<file path="config.mk">
export PLATFORM = sky130hd
export DESIGN_NAME = xiyiji_disp_scan
export DESIGN_NICKNAME = d
export VERILOG_FILES = /design/src/rtl/xiyiji_pkg.sv /design/src/rtl/seg7_dec.sv /design/src/rtl/xiyiji_disp_scan.sv
export SDC_FILE = /design/constraint.sdc
export NUM_CORES = 1
export LEC_CHECK = 0
export ABC_AREA = 1
export CAP_MARGIN = 5
export CORE_MARGIN = 10
export CORE_UTILIZATION = 45
export CTS_BUF_LIST = sky130_fd_sc_hd__clkbuf_4
export DETAILED_ROUTE_END_ITERATION = 12
export GPL_ROUTABILITY_DRIVEN = 0
export SYNTH_ARGS = -nofsm -noshare
export SYNTH_HDL_FRONTEND = slang
export SYNTH_HIERARCHICAL = 1
export SYNTH_SLANG_ARGS = --single-unit
</file>
<file path="constraint.sdc">
create_clock -name clk -period 4.1 [get_ports clk]
set_input_delay 0.41 -clock clk [delete_from_list [all_inputs] [get_ports clk]]
set_output_delay 0.41 -clock clk [all_outputs]
set_load 0.02 [all_outputs]
</file>
<file path="src/rtl/xiyiji_pkg.sv">
// Shared seven-segment and digit-select constants for the wash-time display.
// Pure definitions; no logic, no latency, no flow control.
package xiyiji_pkg;

  localparam logic [6:0] SEG_0     = 7'b1111110;
  localparam logic [6:0] SEG_1     = 7'b0110000;
  localparam logic [6:0] SEG_2     = 7'b1101101;
  localparam logic [6:0] SEG_3     = 7'b1111001;
  localparam logic [6:0] SEG_4     = 7'b0110011;
  localparam logic [6:0] SEG_5     = 7'b1011011;
  localparam logic [6:0] SEG_6     = 7'b1011111;
  localparam logic [6:0] SEG_7     = 7'b1110000;
  localparam logic [6:0] SEG_8     = 7'b1111111;
  localparam logic [6:0] SEG_9     = 7'b1111011;
  localparam logic [6:0] SEG_BLANK = 7'b0000000;

  localparam logic [1:0] DIG_UNITS = 2'b10;
  localparam logic [1:0] DIG_TENS  = 2'b01;
  localparam logic [1:0] DIG_NONE  = 2'b11;

  typedef enum logic {SLOT_UNITS = 1'b0, SLOT_TENS = 1'b1} slot_e;
  typedef enum logic {PH_ON = 1'b0, PH_OFF = 1'b1} phase_e;

endpackage

</file>
<file path="src/rtl/seg7_dec.sv">
// BCD digit to {a..g} active-high segments; codes 10..15 go blank.
// Combinational, zero latency, no flow control.
module seg7_dec
  import xiyiji_pkg::*;
(
  input  logic [3:0] digit_i,
  output logic [6:0] seg_o
);

  always_comb begin
    seg_o = SEG_BLANK;
    case (digit_i)
      4'd0:    seg_o = SEG_0;
      4'd1:    seg_o = SEG_1;
      4'd2:    seg_o = SEG_2;
      4'd3:    seg_o = SEG_3;
      4'd4:    seg_o = SEG_4;
      4'd5:    seg_o = SEG_5;
      4'd6:    seg_o = SEG_6;
      4'd7:    seg_o = SEG_7;
      4'd8:    seg_o = SEG_8;
      4'd9:    seg_o = SEG_9;
      default: seg_o = SEG_BLANK;
    endcase
  end

endmodule

</file>
<file path="src/rtl/xiyiji_disp_scan.sv">
// Two-digit multiplexed display scanner with frame snapshot, leading-zero blanking and alarm blink.
// Outputs registered; a count change shows at the next frame start (<= 2*SCAN_DIV+1 cycles); no backpressure.
module xiyiji_disp_scan
  import xiyiji_pkg::*;
#(
  parameter int SCAN_DIV  = 1,
  parameter int BLINK_DIV = 50
) (
  input  logic       clk,
  input  logic       rst,
  input  logic [5:0] count,
  input  logic       alarm,
  output logic [6:0] discode,
  output logic [1:0] enable,
  output logic       frame
);

  localparam logic [9:0] TICK_LAST  = 10'(SCAN_DIV - 1);
  localparam logic [9:0] BLINK_LAST = 10'(BLINK_DIV - 1);

  logic [9:0] tick_q, tick_d;
  logic [9:0] blink_q, blink_d;
  slot_e      slot_q, slot_d;
  phase_e     phase_q, phase_d;
  logic [5:0] snap_q, snap_d;
  logic       alarm_q;
  logic [6:0] discode_q, discode_d;
  logic [1:0] enable_q, enable_d;
  logic       frame_q, frame_d;

  logic       scan_tick;
  logic       alarm_rise;
  logic [3:0] tens, units, digit;
  logic [6:0] seg;

  seg7_dec u_dec (
    .digit_i (digit),
    .seg_o   (seg)
  );

  always_comb begin
    scan_tick  = (tick_q == TICK_LAST);
    alarm_rise = alarm & ~alarm_q;
    tick_d     = scan_tick ? 10'd0 : tick_q + 10'd1;

    slot_d  = slot_q;
    frame_d = 1'b0;
    if (scan_tick) begin
      slot_d  = (slot_q == SLOT_UNITS) ? SLOT_TENS : SLOT_UNITS;
      frame_d = (slot_q == SLOT_TENS);
    end

    // The units slot of a new frame must already show the freshly captured value.
    snap_d = frame_d ? count : snap_q;
    tens   = 4'(snap_d / 6'd10);
    units  = 4'(snap_d % 6'd10);
    digit  = (slot_d == SLOT_TENS) ? tens : units;

    blink_d = blink_q;
    phase_d = phase_q;
    if (!alarm || alarm_rise) begin
      blink_d = 10'd0;
      phase_d = PH_ON;
    end else if (scan_tick) begin
      if (blink_q == BLINK_LAST) begin
        blink_d = 10'd0;
        phase_d = (phase_q == PH_ON) ? PH_OFF : PH_ON;
      end else begin
        blink_d = blink_q + 10'd1;
      end
    end

    discode_d = seg;
    if (phase_d == PH_OFF || (slot_d == SLOT_TENS && tens == 4'd0)) begin
      discode_d = SEG_BLANK;
    end
    enable_d = (slot_d == SLOT_TENS) ? DIG_TENS : DIG_UNITS;
  end

  always_ff @(posedge clk or posedge rst) begin
    if (rst) begin
      tick_q    <= 10'd0;
      blink_q   <= 10'd0;
      slot_q    <= SLOT_UNITS;
      phase_q   <= PH_ON;
      snap_q    <= 6'd0;
      alarm_q   <= 1'b0;
      discode_q <= SEG_BLANK;
      enable_q  <= DIG_NONE;
      frame_q   <= 1'b0;
    end else begin
      tick_q    <= tick_d;
      blink_q   <= blink_d;
      slot_q    <= slot_d;
      phase_q   <= phase_d;
      snap_q    <= snap_d;
      alarm_q   <= alarm;
      discode_q <= discode_d;
      enable_q  <= enable_d;
      frame_q   <= frame_d;
    end
  end

  assign discode = discode_q;
  assign enable  = enable_q;
  assign frame   = frame_q;

endmodule
</file>
Word-level counts from Yosys, hierarchy flattened
Memory sizes are Yosys's and may differ from the RTL's. Cells that the tools add are included. W data, S select, Z words.

Register bits after elaboration: 39. Memory bits (read-only): 112. Bits of input ports: 9. Output and inout port bits: 10. Memories kept: 1.

$add $sub $neg: 2. Div/mod/pow operators: 2. Equality and inequality tests: 1. Multiplexer cells: 15. Bitwise logic cells: 2. Reduce and logical (&&, ||, !) cells: 7.

Memories: (name not given) (depth 16, bits a word 7, read ports 1, clocked after Yosys merged registers in 0, wr ports 0, RTL line seg7_dec.sv:12) `case (digit_i)`.

Operator list (count): $mux W10 (4); $add A10 B1 Y10 const B (2); $eq A10 B6 Y1 const B (1); $logic_not A10 Y1 (1); $mux W1 (7); $mux W7 (1); $div A6 B4 Y6 const B (1); $mod A6 B4 Y6 const B (1); $mux W6 (1); $logic_not A4 Y1 (1); $mux W4 (1); $logic_or A1 B1 Y1 (2); $mux W2 (1); $reduce_bool A2 Y1 (1); $and A1 B1 Y1 (1); $logic_and A1 B1 Y1 (1); $logic_not A1 Y1 (1); $not A1 Y1 (1).

Longest topological paths before layout
Depth after elaboration: 8. Mapped depth: 31. Gate-level depth less buffers: 30.

By module
The synthesis kept the hierarchy.

By module, submodules not included: xiyiji_disp_scan (times used 1, cells an instance 235, area an instance 1964.4 um^2); seg7_dec (times used 1, cells an instance 39, area an instance 210.2 um^2).

Worst setup path after synthesis
Ideal clock, no wire load.

Kind: flip-flop to flip-flop. Start: register tick_q[0]. End: register discode_q[3] (netlist: discode[3]). Setup time: 0.123 ns. Arrival time: 2.909 ns. Required time: 3.977 ns. Slack: 1.067 ns. Cell stages (with the launch flop): 31. Period minus slack after synthesis: 3.033 ns. Path through: dfrtp_1 > inv_1 > ha_1 > nand3_1 > nor2_4 > ha_1 > buf_6 > inv_4 > nand2_2 > nand2_2 > inv_1 > nand2_1 > nand2_1 > inv_1 > nand2_2 > nand3_1 > nand3_2 > nand2_2 > nand2_4 > nand2_1 > nand2_1 > nand2_1 > nand2_1 > inv_1 > ha_1 > nand2_1 > nand2_1 > nand2_1 > nand2_1 > inv_1 > nor2_1.

Elaborated cells on any way between the ends: 14. Classes of those cells: div (2); mux (7); reduce/logical (4); memory (1).

RTL lines: start: declaration (RTL line xiyiji_disp_scan.sv:21) `logic [9:0] tick_q, tick_d;`; start signal: assignment (RTL line xiyiji_disp_scan.sv:92) `tick_q <= tick_d;`; $logic_not A10 Y1 (*) (RTL line xiyiji_disp_scan.sv:42) `scan_tick = (tick_q == TICK_LAST);`; $mux W1 (*) (RTL line xiyiji_disp_scan.sv:48) `if (scan_tick) begin`; net frame_d (RTL line xiyiji_disp_scan.sv:29) `logic frame_q, frame_d;`; $mux W6 (*) (RTL line xiyiji_disp_scan.sv:54) `snap_d = frame_d ? count : snap_q;`; net snap_d[5] (RTL line xiyiji_disp_scan.sv:25) `logic [5:0] snap_q, snap_d;`; $mod A6 B4 Y6 / $div A6 B4 Y6 (equally long branches) (RTL line xiyiji_disp_scan.sv:56, xiyiji_disp_scan.sv:55); $mux W4 (*) (RTL line xiyiji_disp_scan.sv:57) `digit = (slot_d == SLOT_TENS) ? tens : units;`; net digit[1] (RTL line xiyiji_disp_scan.sv:33) `logic [3:0] tens, units, digit;`; $mem_v2 Z16 W7 (*); net seg[3] (RTL line xiyiji_disp_scan.sv:34) `logic [6:0] seg;`; $mux W7 (*) (RTL line xiyiji_disp_scan.sv:74) `if (phase_d == PH_OFF || (slot_d == SLOT_TENS && tens == 4'd0)) begin`; net discode_d[3] (RTL line xiyiji_disp_scan.sv:27) `logic [6:0] discode_q, discode_d;`; end signal: assignment (RTL line xiyiji_disp_scan.sv:98) `discode_q <= discode_d;`; end: declaration (RTL line xiyiji_disp_scan.sv:27).

Mark *: on every way through the listed nets, which the timed path passes. The rest lies on a longest branch. A chain may end at the register's enable or synchronous reset.

Worst setup path in the final report
Ends and elaborated chain as after synthesis.

==> results.ini <==
[finish]
drive_above_1_share = 0.107
diodes = 0
area_delta_synth_final_pct = 13.6
fill_cells = 446
final_common_cell = nand2_1
layout_common_cells = nand2_1, inv_1, dfrtp_1
layout.nets = 318
regArea_um2 = 978
multi_input_area_um2 = 960

[sta]
setup_viol = 0
setup_tns_ns = 0
tightestPinTransition_ns = 0.486
hold_viol = 0
maxSlewHeadroom = 0.676
skew_ns = 0.00788
period_share = 0.856
fmax_mhz = 285
rsz0062_at_grt = false
fin_crit_ns = 3.51
drv_slew = 0

[logic_synthesis]
synth_top_area_share = 0.426
ys_ff_latch = 39
syn_inst = 274
synth_area_leaders = dfrtp_1, nand2_1, inv_1
yosysTopAreaCell = dfrtp_1
synth.net_count = 294
synth_warnings = 6
yosysUniqueCellTypes = 32
synth_seq_area_share = 0.450
synth_area_um2 = 2170
syn_area_per_cell_um2 = 7.94

[clock_network]
cts_root_buf = clkbuf_4
htreeDepth = 2
cts_sinks = 39
ctsLongestPathBuffers = 2
numCtsBuffers = 5
cts_resized = 0
ctsHoldBuffers = 0
clock_latency_ns = 0.33
post_cts_buffers = 0
cts_tree = done
path_clk_slew_ns = 0.11

[routing]
post_drt_wl_per_cell_um = 10.9
via_per_inst = 4.71
antenna_left = 0
drc_errors = 0
drtIter0Drc = 63
drt_pre_antenna_iters = 4
wl_um = 3830
vias = 1663

[global_routing]
grt_first_pass_wirelength_um = 7070
grt_max_degree = 40
grt_overflow_total = 0
track_usage = 0.111
grt_pass1_vias = 1646
antenna_found_initial = 0

[critical_path]
cp-end-kind = flip-flop
r2r_start = tick_q[0]
cpPeakStageDelay_ns = 0.43
worst-path-stages = 27
r2r_cells = 27
path_max_fanout = 11
crit_slowest_cell = ha_1
rrSetupSlack_ns = 0.59
crit_family = simple AND/OR/NAND/NOR gates
crit_arrival_ns = 3.73
endpoint = discode[3]
cp_common_cell = nand2_1
r2r_end = discode[3]
startpoint_type = flip-flop
cp_num_buf_inv = 4
path_class = flip-flop to flip-flop
worstSetupStartpoint = tick_q[0]
required_ns = 4.32

[power_and_ir_drop]
clkPwrFrac = 0.267
power_uw = 753
p_leak_uw = 0.00134
netSwitchingFraction = 0.283
power.internal_uw = 539
netSwitchingPower_uw = 213
seqPwrFrac = 0.539
cellPowerDensity_nw_per_um2 = 305
vdd_drop_max_mv = 0.126
share_comb_of_total_power = 0.194

[place]
io_buffer_count = 18
dp.final_hpwl_um = 2950

[floorplanning]
boundaryPins = 19
core.rowCount = 25
core-area_um2 = 4690
initial_utilization = 0.463
die-area_um2 = 8010
die-width_um = 89.5
die_y_um = 89.5

[run]
drv_cap = 0

[outcome]
outcome = complete, no violations

[hold_path]
worst_hold_path_type = primary input to asynchronous set/reset pin

-- cells by family (layout without fill, tap and decap cells) --
logic type / count (synthesis) / in the layout / share of synthesized area
buffers and inverters: 60 / 85 / 0.109
adders and majority gates: 11 / 11 / 0.0633
AOI/OAI and AO/OA: 31 / 31 / 0.0852
DFF: 39 / 39 / 0.450
xor gates and xnor gates: 7 / 7 / 0.0282
and+or+nand+nor: 126 / 126 / 0.265
-- final cells by class --
type / count / share of cell area
Clock buffer: 7 / 0.0213
Clock inverter: 1 / 0.00203
Inverter: 58 / 0.0891
Multi-Input combinational cell: 175 / 0.388
Sequential cell: 39 / 0.396
Tap cell: 54 / 0.0273
Timing Repair Buffer: 19 / 0.0759
-- sequential cells by signal, summed over array words and instances, names as in the netlist --
signal	cells
slot_q	1
discode	7
snap_q	6
alarm_q	1
enable	2
tick_q	10
phase_q	1
frame	1
blink_q	10
-- worst reg2reg max path: stages, from the launching register on --
cell     delay, ns
dfrtp_1       0.41
inv_1         0.08
ha_1          0.14
nand3_1       0.11
nor2_4        0.20
ha_1          0.43
nand2_1       0.12
nand2_2       0.13
nand3_2       0.13
nand2_1       0.08
inv_1         0.05
nand2_2       0.08
nand3_1       0.11
nand3_2       0.09
nand2_2       0.08
nand2_4       0.09
nand2_1       0.08
nand2_1       0.07
nand2_1       0.04
nand2_1       0.15
inv_1         0.13
ha_1          0.28
nand2_1       0.07
nand2_1       0.05
nand2_1       0.05
nand2_1       0.04
inv_1         0.05
nor2_1        0.04
-- cells in the mapped netlist --
library cell	number
nand2_1	66
inv_1	55
dfrtp_1	37
nor2_1	21
a21oi_1	12
ha_1	11
o21ai_0	10
nand2_2	9
nand3_1	9
nor3_1	7
xor2_1	6
nand3_2	4
a211o_1	2
and3_1	2
dfstp_2	2
inv_2	2
nand4_1	2
nor4_1	2
o22ai_1	2
a211oi_1	1
a31oi_1	1
buf_2	1
buf_6	1
inv_4	1
nand2_4	1
nor2_2	1
nor2_4	1
o21a_1	1
o21ai_4	1
o31ai_1	1
or2_2	1
xnor2_1	1
-- worst min-delay path by stage --
stage | startpoint | end | slack [ns]
2_1_floorplan | tick_q[0] | tick_q[0] | 0.43
3_3_place_gp | tick_q[0] | tick_q[0] | 0.44
3_5_place_dp | tick_q[0] | tick_q[0] | 0.45
4_1_cts | tick_q[0] | tick_q[0] | 0.47
5_1_grt | tick_q[0] | tick_q[0] | 0.50
6_report | rst | blink_q[2] | 0.47
-- power by group through the flow --
stage | clock, µW | combinational [µW] | sequential (µW)
after global placement | 0 | 149 | 413
after CTS | 212 | 149 | 406
final | 201 | 146 | 405
after detailed placement | 0 | 148 | 413
after global routing | 233 | 169 | 408
after floorplan | 0 | 84.0 | 428
-- metrics by stage --
step	area [µm²]	std cells	utilization	worst slack, ns	hold WS, ns
after detailed placement	2410	345	0.514	0.597	0.453
after CTS	2470	353	0.527	0.575	0.469
after global routing	2470	353	0.527	0.159	0.500
final	2470	353	0.527	0.592	0.466
after floorplan	2170	274	-	1.07	0.432
after global placement	2410	345	0.514	0.655	0.443
-- metal layers --
layer | part of all wire | vias to the layer above | wire length (µm) | GRT usage
met3 | 0.025 | 2 | 96 | 0.0283
li1 | - | 890 | - | -
met4 | 0.010 | 0 | 40 | 0.0448
met2 | 0.50 | 15 | 1900 | 0.182
met1 | 0.47 | 756 | 1800 | 0.135
met5 | 0 | - | 0 | 0
Note: power is estimated with default switching activity, not from simulation.
